**src/rtl/mem_stream_reader_if.sv**
```systemverilog
// Control, RAM read-port and output-stream signals of mem_stream_reader.
// MEM_STREAM_READER_LAST_EN adds the dout_last stream sideband.
interface mem_stream_reader_if #(
  parameter int WIDTH = 8,
  parameter int DEPTH = 64
);
  localparam int ADDR_W = $clog2(DEPTH);

  logic              start;
  logic [ADDR_W-1:0] start_addr;
  logic [ADDR_W:0]   length;
  logic              busy;
  logic              done;
  logic [ADDR_W-1:0] mem_addr;
  logic [WIDTH-1:0]  mem_q;
  logic [WIDTH-1:0]  dout;
  logic              dout_valid;
  logic              dout_ready;
`ifdef MEM_STREAM_READER_LAST_EN
  logic              dout_last;
`endif

  modport master (
    input  start, start_addr, length, mem_q, dout_ready,
`ifdef MEM_STREAM_READER_LAST_EN
    output dout_last,
`endif
    output busy, done, mem_addr, dout, dout_valid
  );

  modport slave (
    output start, start_addr, length, mem_q, dout_ready,
`ifdef MEM_STREAM_READER_LAST_EN
    input  dout_last,
`endif
    input  busy, done, mem_addr, dout, dout_valid
  );
endinterface

```
**src/rtl/mem_stream_reader.sv**
```systemverilog
// Drains a contiguous RAM address range into a valid/ready stream via a 4-entry FIFO.
// MEM_STREAM_READER_LAST_EN: carries a last-word flag through the FIFO onto dout_last.
module mem_stream_reader #(
  parameter int WIDTH = 8,
  parameter int DEPTH = 64
) (
  input logic                  clock,
  input logic                  rst,
  mem_stream_reader_if.master  io_bus
);
  localparam int ADDR_W = $clog2(DEPTH);
`ifdef MEM_STREAM_READER_LAST_EN
  localparam int EW = WIDTH + 1;
`else
  localparam int EW = WIDTH;
`endif

  typedef enum logic [1:0] {S_IDLE, S_READ, S_DRAIN} state_t;

  state_t            r_state;
  logic [ADDR_W-1:0] r_addr, r_mem_addr;
  logic [ADDR_W:0]   r_rem;
  // r_p1: address sits in the RAM input register; r_p2: mem_q carries that word
  logic              r_p1, r_p2;
  logic [EW-1:0]     r_fifo [4];
  logic [1:0]        r_wp, r_rp;
  logic [2:0]        r_cnt;
  logic [EW-1:0]     r_out;
  logic              r_dv, r_busy, r_done;
`ifdef MEM_STREAM_READER_LAST_EN
  logic              r_l1, r_l2;
`endif

  logic              w_issue, w_out_free, w_from_fifo, w_bypass, w_push, w_drained;
  logic [EW-1:0]     w_q;
  logic [ADDR_W-1:0] w_addr_nx;

  always_comb begin
    w_issue     = (r_state == S_READ) && (r_rem != '0) &&
                  ((4'(r_cnt) + 4'(r_p1) + 4'(r_p2)) <= 4'd3);
    w_out_free  = !r_dv || io_bus.dout_ready;
    w_from_fifo = w_out_free && (r_cnt != 3'd0);
    // Empty FIFO: RAM data goes straight to the output register to keep 3-cycle latency
    w_bypass    = w_out_free && (r_cnt == 3'd0) && r_p2;
    w_push      = r_p2 && !w_bypass;
    w_drained   = !r_p1 && !r_p2 && (r_cnt == 3'd0) && w_out_free;
    w_addr_nx   = (r_addr == ADDR_W'(DEPTH - 1)) ? '0 : r_addr + ADDR_W'(1);
`ifdef MEM_STREAM_READER_LAST_EN
    w_q         = {r_l2, io_bus.mem_q};
`else
    w_q         = io_bus.mem_q;
`endif
  end

  always_ff @(posedge clock) begin
    if (rst) begin
      r_state    <= S_IDLE;
      r_addr     <= '0;
      r_mem_addr <= '0;
      r_rem      <= '0;
      r_p1       <= 1'b0;
      r_p2       <= 1'b0;
      r_wp       <= '0;
      r_rp       <= '0;
      r_cnt      <= '0;
      r_out      <= '0;
      r_dv       <= 1'b0;
      r_busy     <= 1'b0;
      r_done     <= 1'b0;
`ifdef MEM_STREAM_READER_LAST_EN
      r_l1       <= 1'b0;
      r_l2       <= 1'b0;
`endif
    end else begin
      r_done <= 1'b0;

      if (w_from_fifo) begin
        r_out <= r_fifo[r_rp];
        r_rp  <= r_rp + 2'd1;
        r_dv  <= 1'b1;
      end else if (w_bypass) begin
        r_out <= w_q;
        r_dv  <= 1'b1;
      end else if (w_out_free) begin
        r_dv  <= 1'b0;
      end

      if (w_push) begin
        r_fifo[r_wp] <= w_q;
        r_wp         <= r_wp + 2'd1;
      end
      r_cnt <= r_cnt + 3'(w_push) - 3'(w_from_fifo);

      r_p1 <= w_issue;
      r_p2 <= r_p1;
`ifdef MEM_STREAM_READER_LAST_EN
      r_l1 <= w_issue && (r_rem == (ADDR_W+1)'(1));
      r_l2 <= r_l1;
`endif
      if (w_issue) begin
        r_mem_addr <= r_addr;
        r_addr     <= w_addr_nx;
        r_rem      <= r_rem - (ADDR_W+1)'(1);
      end

      case (r_state)
        S_IDLE: if (io_bus.start) begin
          if (io_bus.length != '0) begin
            r_state <= S_READ;
            r_addr  <= io_bus.start_addr;
            r_rem   <= io_bus.length;
            r_busy  <= 1'b1;
          end else begin
            r_done  <= 1'b1;
          end
        end
        S_READ: if (w_issue && (r_rem == (ADDR_W+1)'(1))) r_state <= S_DRAIN;
        S_DRAIN: if (w_drained) begin
          r_state <= S_IDLE;
          r_busy  <= 1'b0;
          r_done  <= 1'b1;
        end
        default: r_state <= S_IDLE;
      endcase
    end
  end

  assign io_bus.busy       = r_busy;
  assign io_bus.done       = r_done;
  assign io_bus.mem_addr   = r_mem_addr;
  assign io_bus.dout       = r_out[WIDTH-1:0];
  assign io_bus.dout_valid = r_dv;
`ifdef MEM_STREAM_READER_LAST_EN
  assign io_bus.dout_last  = r_dv & r_out[WIDTH];
`endif
endmodule

```
**src/flat_wrapper.sv**
```systemverilog
// flat-port wrapper written by rule: the top's interface ports become plain ports
module mem_stream_reader_flat 
#(
  parameter int WIDTH = 8,
  parameter int DEPTH = 64
)
  (clock, rst, io_bus_start, io_bus_start_addr, io_bus_length, io_bus_mem_q, io_bus_dout_ready, io_bus_busy, io_bus_done, io_bus_mem_addr, io_bus_dout, io_bus_dout_valid);
  mem_stream_reader_if #(.WIDTH(WIDTH), .DEPTH(DEPTH)) io_bus_i ();
  input logic clock;
  input logic rst;
  input wire logic [$bits(io_bus_i.start)-1:0] io_bus_start;
  input wire logic [$bits(io_bus_i.start_addr)-1:0] io_bus_start_addr;
  input wire logic [$bits(io_bus_i.length)-1:0] io_bus_length;
  input wire logic [$bits(io_bus_i.mem_q)-1:0] io_bus_mem_q;
  input wire logic [$bits(io_bus_i.dout_ready)-1:0] io_bus_dout_ready;
  output wire logic [$bits(io_bus_i.busy)-1:0] io_bus_busy;
  output wire logic [$bits(io_bus_i.done)-1:0] io_bus_done;
  output wire logic [$bits(io_bus_i.mem_addr)-1:0] io_bus_mem_addr;
  output wire logic [$bits(io_bus_i.dout)-1:0] io_bus_dout;
  output wire logic [$bits(io_bus_i.dout_valid)-1:0] io_bus_dout_valid;
  assign io_bus_i.start = io_bus_start;
  assign io_bus_i.start_addr = io_bus_start_addr;
  assign io_bus_i.length = io_bus_length;
  assign io_bus_i.mem_q = io_bus_mem_q;
  assign io_bus_i.dout_ready = io_bus_dout_ready;
  assign io_bus_busy = io_bus_i.busy;
  assign io_bus_done = io_bus_i.done;
  assign io_bus_mem_addr = io_bus_i.mem_addr;
  assign io_bus_dout = io_bus_i.dout;
  assign io_bus_dout_valid = io_bus_i.dout_valid;
  mem_stream_reader #(.WIDTH(WIDTH), .DEPTH(DEPTH)) u_core (.clock(clock), .rst(rst), .io_bus(io_bus_i));
endmodule
```
**config.mk**
```make
export PLATFORM = sky130hd
export DESIGN_NAME = mem_stream_reader_flat
export DESIGN_NICKNAME = d
export VERILOG_FILES = /design/src/rtl/mem_stream_reader_if.sv /design/src/rtl/mem_stream_reader.sv /design/src/flat_wrapper.sv
export SDC_FILE = /design/constraint.sdc
export NUM_CORES = 1
export LEC_CHECK = 0
export CAP_MARGIN = 20
export CORE_ASPECT_RATIO = 1.25
export CORE_UTILIZATION = 35
export DETAILED_ROUTE_END_ITERATION = 10
export PLACE_DENSITY = 0.64
export SLEW_MARGIN = 0
export SYNTH_ARGS = -nofsm -noshare
export SYNTH_HDL_FRONTEND = slang
export SYNTH_SLANG_ARGS = --single-unit
```
**constraint.sdc**
```tcl
create_clock -name clock -period 3 [get_ports clock]
set_input_delay 0.6 -clock clock [delete_from_list [all_inputs] [get_ports clock]]
set_output_delay 0.6 -clock clock [all_outputs]
set_load 0.01 [all_outputs]
```
==> flow_results.org, run 1 <==
** Floorplanning
- Die Ht :: 110 um
- The die covers 9800 um^2.
- 42 I/O pins were placed.
- The initial utilization of the core area, before any placement, comes to 0.361.
- After floorplanning, the core was divided into 39 placement rows.
- Measured along the x axis, the die boundary spans between 80 and 90 um.
- CORE AREA :: roughly 9000 um^2

** Clock network
- The number of setup buffers added after CTS is 0.
- Number of buffers created by CTS :: 9
- Sinks on the clock net :: between 70 and 80
- Maximum root-to-sink buffer count :: 2
- Clock-pin slew was measured on the worst setup and hold paths at 0.06 ns.
- Worst-Skew Late Latency :: 0.34 ns
- Clock Root Buffer :: sky130_fd_sc_hd__clkbuf_16
- Number of hold buffers added after CTS :: 0
- CTS built an H-tree with a depth of 3.
- CTS tree :: built
- The number of gates resized after CTS was 0.

** Synth
- Share of synthesized area occupied by flip-flops and latches :: 0.554
- In this run the mean area of a mapped cell was 11.8 um^2.
- sky130_fd_sc_hd__edfxtp_1 takes more of the synthesized area than any other cell.
- Share of the synthesized area in the top cell type :: 0.292
- In the synthesized netlist, the number of instances is 280.
- Net Count, Synth :: approximately 320
- In the post-synthesis netlist, the cell with the most instances is sky130_fd_sc_hd__dfxtp_1.
- Top cells by area, synth :: sky130_fd_sc_hd__edfxtp_1 29%, sky130_fd_sc_hd__dfxtp_1 26%, sky130_fd_sc_hd__mux4_2 5.5%, sky130_fd_sc_hd__ha_1 4.6%, sky130_fd_sc_hd__nor2_1 3.1%
- The synthesized netlist contains 50 unique library cells.
- Counting instances in the post-synthesis netlist gives the leading cell types as 43 x sky130_fd_sc_hd__dfxtp_1, 32 x sky130_fd_sc_hd__edfxtp_1, 27 x sky130_fd_sc_hd__nor2_1.
- Number of warnings printed during yosys synthesis :: 0
- For this run, the leading register cell type out of synthesis is sky130_fd_sc_hd__dfxtp_1.
- For this run, asynchronously set or reset flops after synthesis account for 0.
- Cell Area, Synth :: 3290 um^2
- Number of enable flip-flop cells after synthesis :: 32
- In this run, synthesis produced a sequential element count of 75.

** GRT
- Vias in the first global route :: 2,173
- Pin count of the biggest net entering global routing :: 36
- Number of antenna violations at the first check in global routing :: 0
- The total overflow left after global routing is 0.
- GRT Overall Usage :: 0.149
- Global-route wire length before repair :: about 11 mm

** Routing
- Summed over all layers, the routed wires come to 6.43 mm.
- Detailed-route DRC error count :: 0
- In the routed layout, each cell is associated on average with a via count of 4.96.
- The detail route stage leaves a number of antenna-violating nets equal to 0.
- Wire length per cell after detailed routing :: 14.2 um
- Iter 0 DRT Violations :: 49
- Via total after detailed routing :: roughly 2,200
- TritonRoute pass-1 iters :: 4

** Timing
- Static timing analysis puts the maximum clock frequency at ~0.43 GHz.
- Final critical-path required period :: 2.34 ns
- Period Utilization, post-route :: 0.780
- Setup repair after global routing left no endpoint under its margin.
- At the pin with the least slew margin, the transition time is 0.893 ns.
- Final number of setup-violating endpoints :: 0
- Max-Slew Margin vs Limit :: 0.400
- Post-route clock skew :: 0.00417 ns
- In the final timing run, aggregate negative setup slack is 0 ns.
- The final-report max-slew violation count is 0.
- The hold violation count in the final report came to 0.

** Worst setup path
- Max FO, Critical Path :: 18
- On the critical path, the stage with the largest delay is an instance of sky130_fd_sc_hd__or4b_1.
- Data arrives at the worst endpoint at ~2.6 ns.
- For this run, the slowest stage of the critical path takes 0.55 ns.
- Critical path capture point type :: flip-flop
- In this run the critical register-to-register path is launched from u_core.r_p2.
- The worst register-to-register path has a depth of 6.
- Traced cell by cell, the critical path runs through ha_1, a21oi_2, or3_1, nand3_4, or4b_1, a311oi_1.
- By startpoint and endpoint, the worst setup path is classified as flip-flop to flip-flop.
- Endpoint required time on the critical path :: 3.25 ns
- Worst path bufs/invs :: 0
- The endpoint identified for the worst register-to-register timing path is u_core.r_addr[3].
- The worst setup path is launched from a flip-flop.
- Largest delay contributor family on the critical path :: simple AND/OR/NAND/NOR gates
- The setup check on the worst reg-to-reg path leaves a slack of 0.66 ns.

** Power
- Of the total power, combinational logic draws 0.272.
- Net Sw Power :: 1000 uW
- Internal power :: about 2300 uW
- IR analysis of the VDD net gives a maximum drop of between 0.4 and 0.5 mV.
- Of the total power, the share spent switching nets is 0.301.
- The share of total power dissipated in the clock network is 0.332.
- The analysis attributes to cell leakage a power of 0.00146 uW.
- Power density over cell area :: 807 nW/um^2
- Portion of total power attributed to sequential cells :: 0.397

** Min path
- Sink of the worst hold path :: u_core.io_bus.mem_addr[3]
- The worst hold path begins at u_core.io_bus.mem_addr[3].
- Hold Path Class :: flip-flop to flip-flop
- Hold-critical path depth :: 2

** Status
- Outcome :: finished, final reports clean

** Place
- Weighted congestion reported at the end of routability-driven placement :: 0.827
- Summed over all nets, the half-perimeter wirelength after detailed placement is 4.36 mm.
- Port buffering added 41 buffers.
- Placement-stage cell area :: roughly 3800 um^2

** Layout
- N_diodes :: 0
- In the final design database the tool counted 362 nets.
- Area grow syn2layout :: 25.4%
- Of the cells placed in the final design, the portion with a size suffix greater than 1 is 0.112.
- The finished cells cover 4130 um^2.

** Flow run
- Max-cap violations in this run came to 0.
[area by class of cell]
| type | instances | area, um^2 |
|---|---|---|
| clock buffer | 9 | 225 |
| clock inverter | 7 | 83.8 |
| fill | 856 | 5000 |
| inverter | 9 | 33.8 |
| multi-input combinational | 185 | 1380 |
| sequential | 75 | 1820 |
| tap | 123 | 154 |
| timing repair buffer | 44 | 433 |
[worst reg2reg max path: cells and delay by family (launching register included)]
| kind | cells | cell delay [ns] |
|---|---|---|
| adder cells (fa/ha/maj) | 1 | 0.28 |
| flip-flops | 1 | 0.43 |
| AO/OA/AOI/OAI | 2 | 0.48 |
| AND/OR/NAND/NOR | 3 | 1.08 |
[logic make-up (layout without fill, tap and decap cells)]
logic type	after synthesis	count (layout)	share of synthesized area
buffers and inverters	20	69	0.0281
AO/OA/AOI/OAI	47	47	0.104
adder cells (fa/ha/maj)	13	13	0.0517
XOR/XNOR	10	10	0.0266
multiplexers	17	17	0.0821
AND/OR/NAND/NOR	98	98	0.154
flip-flops	75	75	0.554
[registers in the layout, indices dropped and copies added (netlist names), named ones only]
register	cells
u_core.r_p1	1
u_core.io_bus.dout	8
u_core.io_bus.busy	1
u_core.io_bus.done	1
u_core.r_state	2
u_core.r_rp	2
u_core.r_cnt	3
u_core.r_wp	2
u_core.r_rem	7
u_core.r_p2	1
u_core.r_addr	6
u_core.r_fifo	32
u_core.io_bus.mem_addr	6
u_core.io_bus.dout_valid	1
[layer usage]
layer	wire, um	track usage	vias to the layer above
met5	0	0	-
li1	-	-	1127
met1	2880	0.190	1063
met2	3120	0.230	43
met3	254	0.0291	10
met4	181	0.0882	0
[worst max-delay path by stage]
stage                  endpoint  slack (ns)  cells after the start              start
2_1_floorplan   u_core.r_cnt[2]        0.71                      9  io_bus_dout_ready
3_3_place_gp    u_core.r_cnt[2]        0.44                      9  io_bus_dout_ready
3_5_place_dp    u_core.r_cnt[2]        0.42                      9  io_bus_dout_ready
4_1_cts        u_core.r_addr[3]        0.64                      6        u_core.r_p2
5_1_grt        u_core.r_addr[3]        0.47                      6        u_core.r_p2
6_report       u_core.r_addr[3]        0.66                      6        u_core.r_p2
[through the flow]
stage          power [uW]  std cells  worst slack, ns  utilization  hold slack [ns]
3_5_place_dp         2270        436            0.418        0.418            0.454
3_3_place_gp         2250        436            0.441        0.418            0.448
5_1_grt              3530        452            0.468        0.452            0.477
4_1_cts              3370        452            0.639        0.452            0.463
2_1_floorplan        1960        280            0.710            -            0.444
6_report             3330        452            0.661        0.452            0.457
[layout by cell type (no fill, tap or decap), types with 2 or more instances in the layout]
cell,n
sky130_fd_sc_hd__buf_4,3
sky130_fd_sc_hd__clkbuf_16,9
sky130_fd_sc_hd__nand3_1,4
sky130_fd_sc_hd__ha_1,12
sky130_fd_sc_hd__or3_1,4
sky130_fd_sc_hd__o21ai_0,3
sky130_fd_sc_hd__nor4_1,2
sky130_fd_sc_hd__nand2b_1,7
sky130_fd_sc_hd__dfxtp_1,43
sky130_fd_sc_hd__mux2i_1,9
sky130_fd_sc_hd__nand2_1,23
sky130_fd_sc_hd__a22o_1,5
sky130_fd_sc_hd__xor2_1,4
sky130_fd_sc_hd__a211oi_1,8
sky130_fd_sc_hd__inv_1,9
sky130_fd_sc_hd__o21a_1,2
sky130_fd_sc_hd__a31oi_1,2
sky130_fd_sc_hd__a311oi_1,4
sky130_fd_sc_hd__o211ai_1,2
sky130_fd_sc_hd__nor3_1,9
sky130_fd_sc_hd__xnor2_1,6
sky130_fd_sc_hd__mux4_2,8
sky130_fd_sc_hd__and2_1,5
sky130_fd_sc_hd__clkinv_4,3
sky130_fd_sc_hd__nor2_1,27
sky130_fd_sc_hd__nand4_1,2
sky130_fd_sc_hd__clkdlybuf4s50_1,41
sky130_fd_sc_hd__a21oi_1,11
sky130_fd_sc_hd__nor2b_1,6
sky130_fd_sc_hd__edfxtp_1,32
[power groups by stage]
stage	clock network, uW	registers (uW)	logic (uW)
after global placement	0	1350	906
final	1100	1320	906
after global routing	1170	1340	1020
after floorplan	0	1320	634
after CTS	1120	1330	919
after detailed placement	0	1350	918
Power figures use the tool's default switching activity.
==> run 2: changes to the inputs <==
clock period = 2.25 ns   (was 3 ns; I/O delays follow)
==> flow_results.org, run 2 (synthesis gave the netlist of run 1 again) <==
** Status
- Outcome: finished, final reports clean (unchanged).

** Timing
- The worst slew margin relative to its limit came to 0.636 (was 0.400).
- The shortest clock period the worst path allows after layout was 2.10 ns (was 2.34 ns).
- RSZ-0062 raised after global routing: no (unchanged).
- Pin slew with the least headroom to its limit :: 0.545 ns (was 0.893 ns)
- Final number of setup-violating endpoints :: 0 (unchanged)
- Post-route clock skew :: 0.00714 ns (was 0.00417 ns)
- The hold violation count in the final report is 0 (unchanged).
- The final-report max-slew violation count came to 0 (unchanged).
- Period Utilization, post-route :: 0.934 (was 0.780)
- The maximum operating frequency was 0.476 GHz (was 0.428 GHz).

** Layout
- Register with the most flip-flops :: u_core.r_fifo (unchanged)
- The register area was 1820 um^2 (unchanged).
- The number of flip-flops under the largest register name came to 32 (unchanged).
- Fill cell count :: 851 (was 856)
- Final Core Density :: 0.475 (was 0.452)
- The total inserted antenna cells is 0 (unchanged).
- The layout overhead on the synthesized area was 31.7% (was 25.4%).
- Share of final-layout standard cells stronger than drive strength 1 :: 0.164 (was 0.112)
- Commonest cells after routing, fill and taps aside: 43 x sky130_fd_sc_hd__dfxtp_1, 41 x sky130_fd_sc_hd__clkdlybuf4s50_1, 32 x sky130_fd_sc_hd__edfxtp_1 (unchanged).
- The total area of multi-input combinational cells is 1390 um^2 (was 1380 um^2).
- The most frequent standard cell in the layout excluding fill and tap cells is sky130_fd_sc_hd__dfxtp_1 (unchanged).
- Final instance area :: 4330 um^2 (was 4130 um^2)
- Nets@finish :: 380 (was 362)

** Clock network
- Maximum root-to-sink buffer count :: 2 (unchanged)
- The TritonCTS clock tree is built (unchanged).
- The number of buffers inserted by hold repair at cts is 0 (unchanged).
- Worst-Skew Late Latency :: 0.33 ns (was 0.34 ns)
- The number of CTS-inserted buffers came to 9 (unchanged).
- The number of H-tree levels was 3 (unchanged).
- The clock transition at the registers of the reported paths came to 0.06 ns (about the same).
- Sinks on the clock net :: 75 (unchanged)
- Clock Root Buffer :: sky130_fd_sc_hd__clkbuf_16 (unchanged)

** Floorplanning
- The starting utilization of the core area was 0.361 (unchanged).
- Die area :: 9800 um^2 (unchanged)
- Standard-cell row count :: 39 (unchanged)
- Die Ht :: 110 um (unchanged)
- The area of the core was 9130 um^2 (unchanged).
- The die width came to 88.7 um (unchanged).
- The top-level port count was 42 (unchanged).

** GRT
- GRT Overall Usage :: 0.141 (was 0.149)
- The number of global-route vias before repair came to 2,257 (was 2,173).
- Global-route wire length before repair :: 10.6 mm (was 10.8 mm)
- The number of antenna violations at the first check in global routing was 0 (unchanged).
- Remaining global-route overflow :: 0 (unchanged)
- Pin count of the biggest net entering global routing :: 18 (was 36)

** Flow run
- Maximum capacitance violations :: 0 (unchanged)

** Routing
- Routed vias/inst :: 4.87 (was 4.96)
- The number of remaining DRC errors was 0 (unchanged).
- Iter 0 DRT Violations :: 82 (was 49)
- TritonRoute pass-1 iters :: 4 (unchanged)
- Wire length per cell after detailed routing :: 13.2 um (was 14.2 um)
- DRT antenna net count :: 0 (unchanged)
- Final wirelength :: 6.20 mm (was 6.43 mm)
- Via total after detailed routing :: 2,289 (was 2,243)

** Place
- Port-buffer cells :: 41 (unchanged)
- The standard cell area after detailed placement is 4020 um^2 (was 3820 um^2).
- The final weighted congestion in routability-driven placement is 0.809 (was 0.827).
- The placed wire-length estimate came to 4.46 mm (was 4.36 mm).

** Power
- Clk pwr share :: 0.325 (was 0.332)
- Internal power :: 3190 uW (was 2330 uW)
- Leakage power total :: 0.00156 uW (was 0.00146 uW)
- Portion of total power attributed to sequential cells :: 0.385 (was 0.397)
- Power density over cell area :: 1050 nW/um^2 (was 807 nW/um^2)
- Comb power frac :: 0.290 (was 0.272)
- The worst voltage drop across the vdd grid is 0.458 mV (was 0.459 mV).
- Switching Share :: 0.298 (was 0.301)
- The overall power of the completed layout came to 4540 uW (was 3330 uW).
- Net Sw Power :: 1350 uW (was 1000 uW)

** Worst setup path
- Endpoint required time on the critical path :: 2.47 ns (was 3.25 ns)
- Launching element type of the critical path :: flip-flop (unchanged)
- Critical path capture point type :: flip-flop (unchanged)
- Length in cells of the worst reg-to-reg path :: 8 (was 6)
- The signal arrival time at the worst endpoint was 2.32 ns (was 2.59 ns).
- The classification of the worst setup path was flip-flop to flip-flop (unchanged).
- The highest fanout seen on the critical path is 4 (was 18).

** Min path
- Hold Path Class :: flip-flop to flip-flop (unchanged)
- Hold-critical path depth :: 2 (unchanged)
[run 2: cell types whose count changed in the layout (fill, tap and decap cells not counted), sizes merged]
cell / change
inv: +2
buf: +18
clkinvlp: +1
clkinv: -3
[run 2: repair_timing]
action / 4_1_cts / 5_1_grt
hold endpoints to repair: 0 / 0
setup endpoints to repair: 0 / 4
gates resized for setup: 0 / 2
buffers inserted: 0 / 0
[run 2: cell type report]
cell class / instances / area share
clock buffers: 9 / 0.0520
clock inverters: 7 / 0.0191
inverters: 9 / 0.00779
multi-input cells: 185 / 0.320
flip-flops and latches: 75 / 0.420
well taps: 123 / 0.0355
repair buffers: 62 / 0.145
[run 2: worst paths after layout]
| kind | startpoint | to | slack (ns) |
|---|---|---|---|
| max | u_core.r_cnt[1] | u_core.r_cnt[2] | 0.15 |
| min | u_core.io_bus.mem_addr[0] | u_core.io_bus.mem_addr[0] | 0.45 |
| max reg2reg | u_core.r_cnt[1] | u_core.r_cnt[2] | 0.15 |
| min reg2reg | u_core.io_bus.mem_addr[0] | u_core.io_bus.mem_addr[0] | 0.45 |
[run 2: power groups by stage]
stage | logic (uW) | registers, uW | clock network (uW)
final | 1320 | 1750 | 1480
after global routing | 1470 | 1780 | 1570
after CTS | 1320 | 1750 | 1510
after detailed placement | 1320 | 1780 | 0
after global placement | 1300 | 1780 | 0
after floorplan | 853 | 1760 | 0
[run 2: per-layer routing]
layer / global-route usage / vias up / part of all wire
li1: - / 1156 / -
met1: 0.183 / 1068 / 0.45
met2: 0.224 / 53 / 0.48
met3: 0.0299 / 12 / 0.046
met4: 0.0634 / 0 / 0.021
met5: 0 / - / 0
[run 2: through the flow]
stage               hold slack (ns)  cells  setup TNS (ns)  setup slack [ns]
floorplan                     0.444    280               0            0.0194
global placement              0.450    454          -0.200            -0.116
detailed placement            0.450    454          -0.283            -0.153
CTS                           0.458    470               0            0.0919
global route                  0.478    470               0            0.0366
finish                        0.454    470               0             0.150
[run 2: critical path: stages, from the launching register on]
cell	delay, ns
sky130_fd_sc_hd__dfxtp_1	0.31
sky130_fd_sc_hd__or3_4	0.40
sky130_fd_sc_hd__and2_1	0.17
sky130_fd_sc_hd__ha_1	0.27
sky130_fd_sc_hd__inv_1	0.04
sky130_fd_sc_hd__ha_1	0.20
sky130_fd_sc_hd__fa_1	0.37
sky130_fd_sc_hd__xor2_1	0.16
sky130_fd_sc_hd__nor2_1	0.05
==> run 3: changes to the inputs <==
CORE_ASPECT_RATIO = not set   (was 1.25)
==> flow_results.org, run 3 (synthesis gave the netlist of run 1 again) <==
** Power
- Maximum vdd drop :: 0.470 mV (was 0.458 mV)
- The sequential fraction of design power came to 0.412 (was 0.385).
- Clk pwr share :: 0.260 (was 0.325)
- The total internal power came to 2910 uW (was 3190 uW).
- The switching portion of total power came to 0.305 (was 0.298).
- The part of the power in combinational logic is 0.328 (was 0.290).
- The reported leakage power came to 0.00154 uW (was 0.00156 uW).
- The total power density per cell area came to 995 nW/um^2 (was 1050 nW/um^2).
- Net Sw Power :: 1280 uW (was 1350 uW)

** Timing
- The worst-margin pin slew came to 0.465 ns (was 0.545 ns).
- Final number of setup-violating endpoints :: 0 (unchanged)
- Post-route worst setup slack :: 0.106 ns (was 0.150 ns)
- The minimum hold slack is 0.453 ns (was 0.454 ns).
- Final max-slew violation count :: 0 (unchanged)
- The worst clock skew came to 0.00617 ns (was 0.00714 ns).
- The portion of the clock cycle consumed by the worst path in the final layout was 0.953 (was 0.934).
- RSZ-0062 raised after global routing: no (unchanged).
- The hold violation count in the final report came to 0 (unchanged).
- The maximum operating frequency was 0.466 GHz (was 0.476 GHz).
- The shortest clock period the worst path allows after layout was 2.14 ns (was 2.10 ns).
- Max-Slew Margin vs Limit :: 0.689 (was 0.636)

** Place
- The number of port buffers is 41 (unchanged).
- The worst-case setup slack after placement is -0.124 ns (was -0.153 ns).
- Number of cells in the design after placement :: 447 (was 454)
- DP HPWL :: 4.78 mm (was 4.46 mm)
- The final weighted congestion in routability-driven placement is 0.809 (about the same).

** GRT
- Vias in the first global route :: 2,342 (was 2,257)
- GRT Overall Usage :: 0.148 (was 0.141)
- The global-route wire length before repair is 11.1 mm (was 10.6 mm).
- The maximum number of pins on one net before global-route repair came to 36 (was 18).
- Number of antenna violations at the first check in global routing :: 0 (unchanged)
- The overflow left after global routing is 0 (unchanged).

** Worst setup path
- The slack of the worst reg-to-reg path was 0.11 ns (was 0.15 ns).
- Arrival time at the worst endpoint :: 2.36 ns (was 2.32 ns)
- Launching element type of the critical path :: flip-flop (unchanged)
- Start-to-end type of the worst setup path :: flip-flop to flip-flop (unchanged)
- The data required time at the worst endpoint is 2.46 ns (was 2.47 ns).
- The highest fanout seen on the critical path was 4 (unchanged).
- The capturing element type of the critical path is a flip-flop (unchanged).

** Routing
- TritonRoute pass-1 iters :: 4 (unchanged)
- Routed vias/inst :: 4.97 (was 4.87)
- DRT antenna net count :: 0 (unchanged)
- The final wirelength is 6.72 mm (was 6.20 mm).
- Wire length per cell after detailed routing :: 14.5 um (was 13.2 um)
- The number of remaining DRC errors was 0 (unchanged).
- The number of DRC markers after the initial detailed-route iteration was 91 (was 82).
- Via total after detailed routing :: 2,300 (was 2,289)

** Floorplanning
- Count of pins on the block boundary :: 42 (unchanged)
- The die height was 99.0 um (was 110 um).
- The die width is 99.0 um (was 88.7 um).
- The row count is 35 (was 39).
- The starting utilization of the core area is 0.360 (was 0.361).
- The area of the core was 9150 um^2 (was 9130 um^2).
- Die area :: 9790 um^2 (was 9800 um^2)

** Layout
- Largest register FFs :: 32 (unchanged)
- N_diodes :: 0 (unchanged)
- The non-filler instance count after layout is 463 (was 470).
- The share of layout cells above drive strength 1 is 0.168 (was 0.164).
- Nets@finish :: 385 (was 380)
- Commonest non-fill, non-tap cell in the layout :: sky130_fd_sc_hd__dfxtp_1 (unchanged)
- The register bank with the most flops was u_core.r_fifo (unchanged).
- Commonest cells after routing, fill and taps aside :: 43 x sky130_fd_sc_hd__dfxtp_1, 41 x sky130_fd_sc_hd__clkdlybuf4s50_1, 32 x sky130_fd_sc_hd__edfxtp_1 (unchanged)
- Area grow syn2layout :: 27.9% (was 31.7%)

** Clock network
- The maximum buffer depth of the clock tree came to 2 (unchanged).
- The number of CTS-inserted buffers was 9 (unchanged).
- Clock Root Buffer :: sky130_fd_sc_hd__clkbuf_8 (was sky130_fd_sc_hd__clkbuf_16)
- Sinks on the clock net :: 75 (unchanged)
- The TritonCTS clock tree is built (unchanged).
- Number of hold buffers added after CTS :: 0 (unchanged)
- The number of H-tree levels is 3 (unchanged).
- The clock transition at the registers of the reported paths was 0.08 ns (was 0.06 ns).
- The source-to-sink clock delay at the later pin of the worst-skew pair came to 0.33 ns (about the same).

** Status
- Outcome: finished, final reports clean (unchanged).

** Flow run
- Maximum capacitance violations :: 0 (unchanged)

** Min path
- The worst min-delay path category is flip-flop to flip-flop (unchanged).
==> run 3: cell types whose count changed in the layout (fill, tap and decap cells not counted), sizes merged <==
cell / before / now
inv: 13 / 9
clkinvlp: 2 / 0
buf: 21 / 26
clkinv: 0 / 5
bufinv: 1 / 2
==> run 3: timing repair <==
action	in CTS	in global routing
setup endpoints to repair	0	1
gates resized for setup	0	1
setup buffers	0	0
==> run 3: final timing paths <==
check | startpoint | endpoint | cells past startpoint
worst max-delay path | u_core.r_cnt[0] | u_core.r_cnt[2] | 8
worst min-delay path | u_core.io_bus.mem_addr[0] | u_core.io_bus.mem_addr[0] | 2
worst max register to register | u_core.r_cnt[0] | u_core.r_cnt[2] | 8
worst min register to register | u_core.io_bus.mem_addr[0] | u_core.io_bus.mem_addr[0] | 2
==> run 3: metrics by stage <==
| stage | setup TNS, ns | total power (uW) | utilization | area (um^2) |
|---|---|---|---|---|
| after detailed placement | -0.227 | 3150 | 0.437 | 4000 |
| after CTS | 0 | 4230 | 0.460 | 4210 |
| after global placement | -0.196 | 3120 | 0.437 | 4000 |
| after floorplan | 0 | 2620 | - | 3290 |
| final | 0 | 4190 | 0.460 | 4210 |
| after global routing | 0 | 4440 | 0.460 | 4210 |
==> run 3: area by class of cell <==
class	count	area [um^2]
fill	829	4940
clock inverter	7	82.6
tap	111	139
clock buffer	9	124
sequential	75	1820
inverter	9	33.8
multi-input combinational	185	1380
timing repair buffer	67	631
==> run 3: power groups by stage <==
stage	registers [uW]	logic [uW]	clock network, uW
2_1_floorplan	1760	853	0
3_3_place_gp	1760	1360	0
3_5_place_dp	1760	1380	0
4_1_cts	1730	1390	1110
5_1_grt	1760	1510	1180
6_report	1730	1380	1090
==> run 3: routing by layer <==
layer	up-vias	wire length [um]	global-route usage
li1	1159	-	-
met1	1099	3260	0.186
met2	36	3240	0.249
met3	6	135	0.0298
met4	0	70	0.0654
met5	-	0	0
==> run 3: critical path, stage by stage (launching register included) <==
cell                      delay (ns)
sky130_fd_sc_hd__dfxtp_1        0.34
sky130_fd_sc_hd__or3_1          0.42
sky130_fd_sc_hd__and2_1         0.18
sky130_fd_sc_hd__ha_1           0.27
sky130_fd_sc_hd__inv_1          0.04
sky130_fd_sc_hd__ha_1           0.20
sky130_fd_sc_hd__fa_1           0.37
sky130_fd_sc_hd__xor2_1         0.15
sky130_fd_sc_hd__nor2_1         0.05
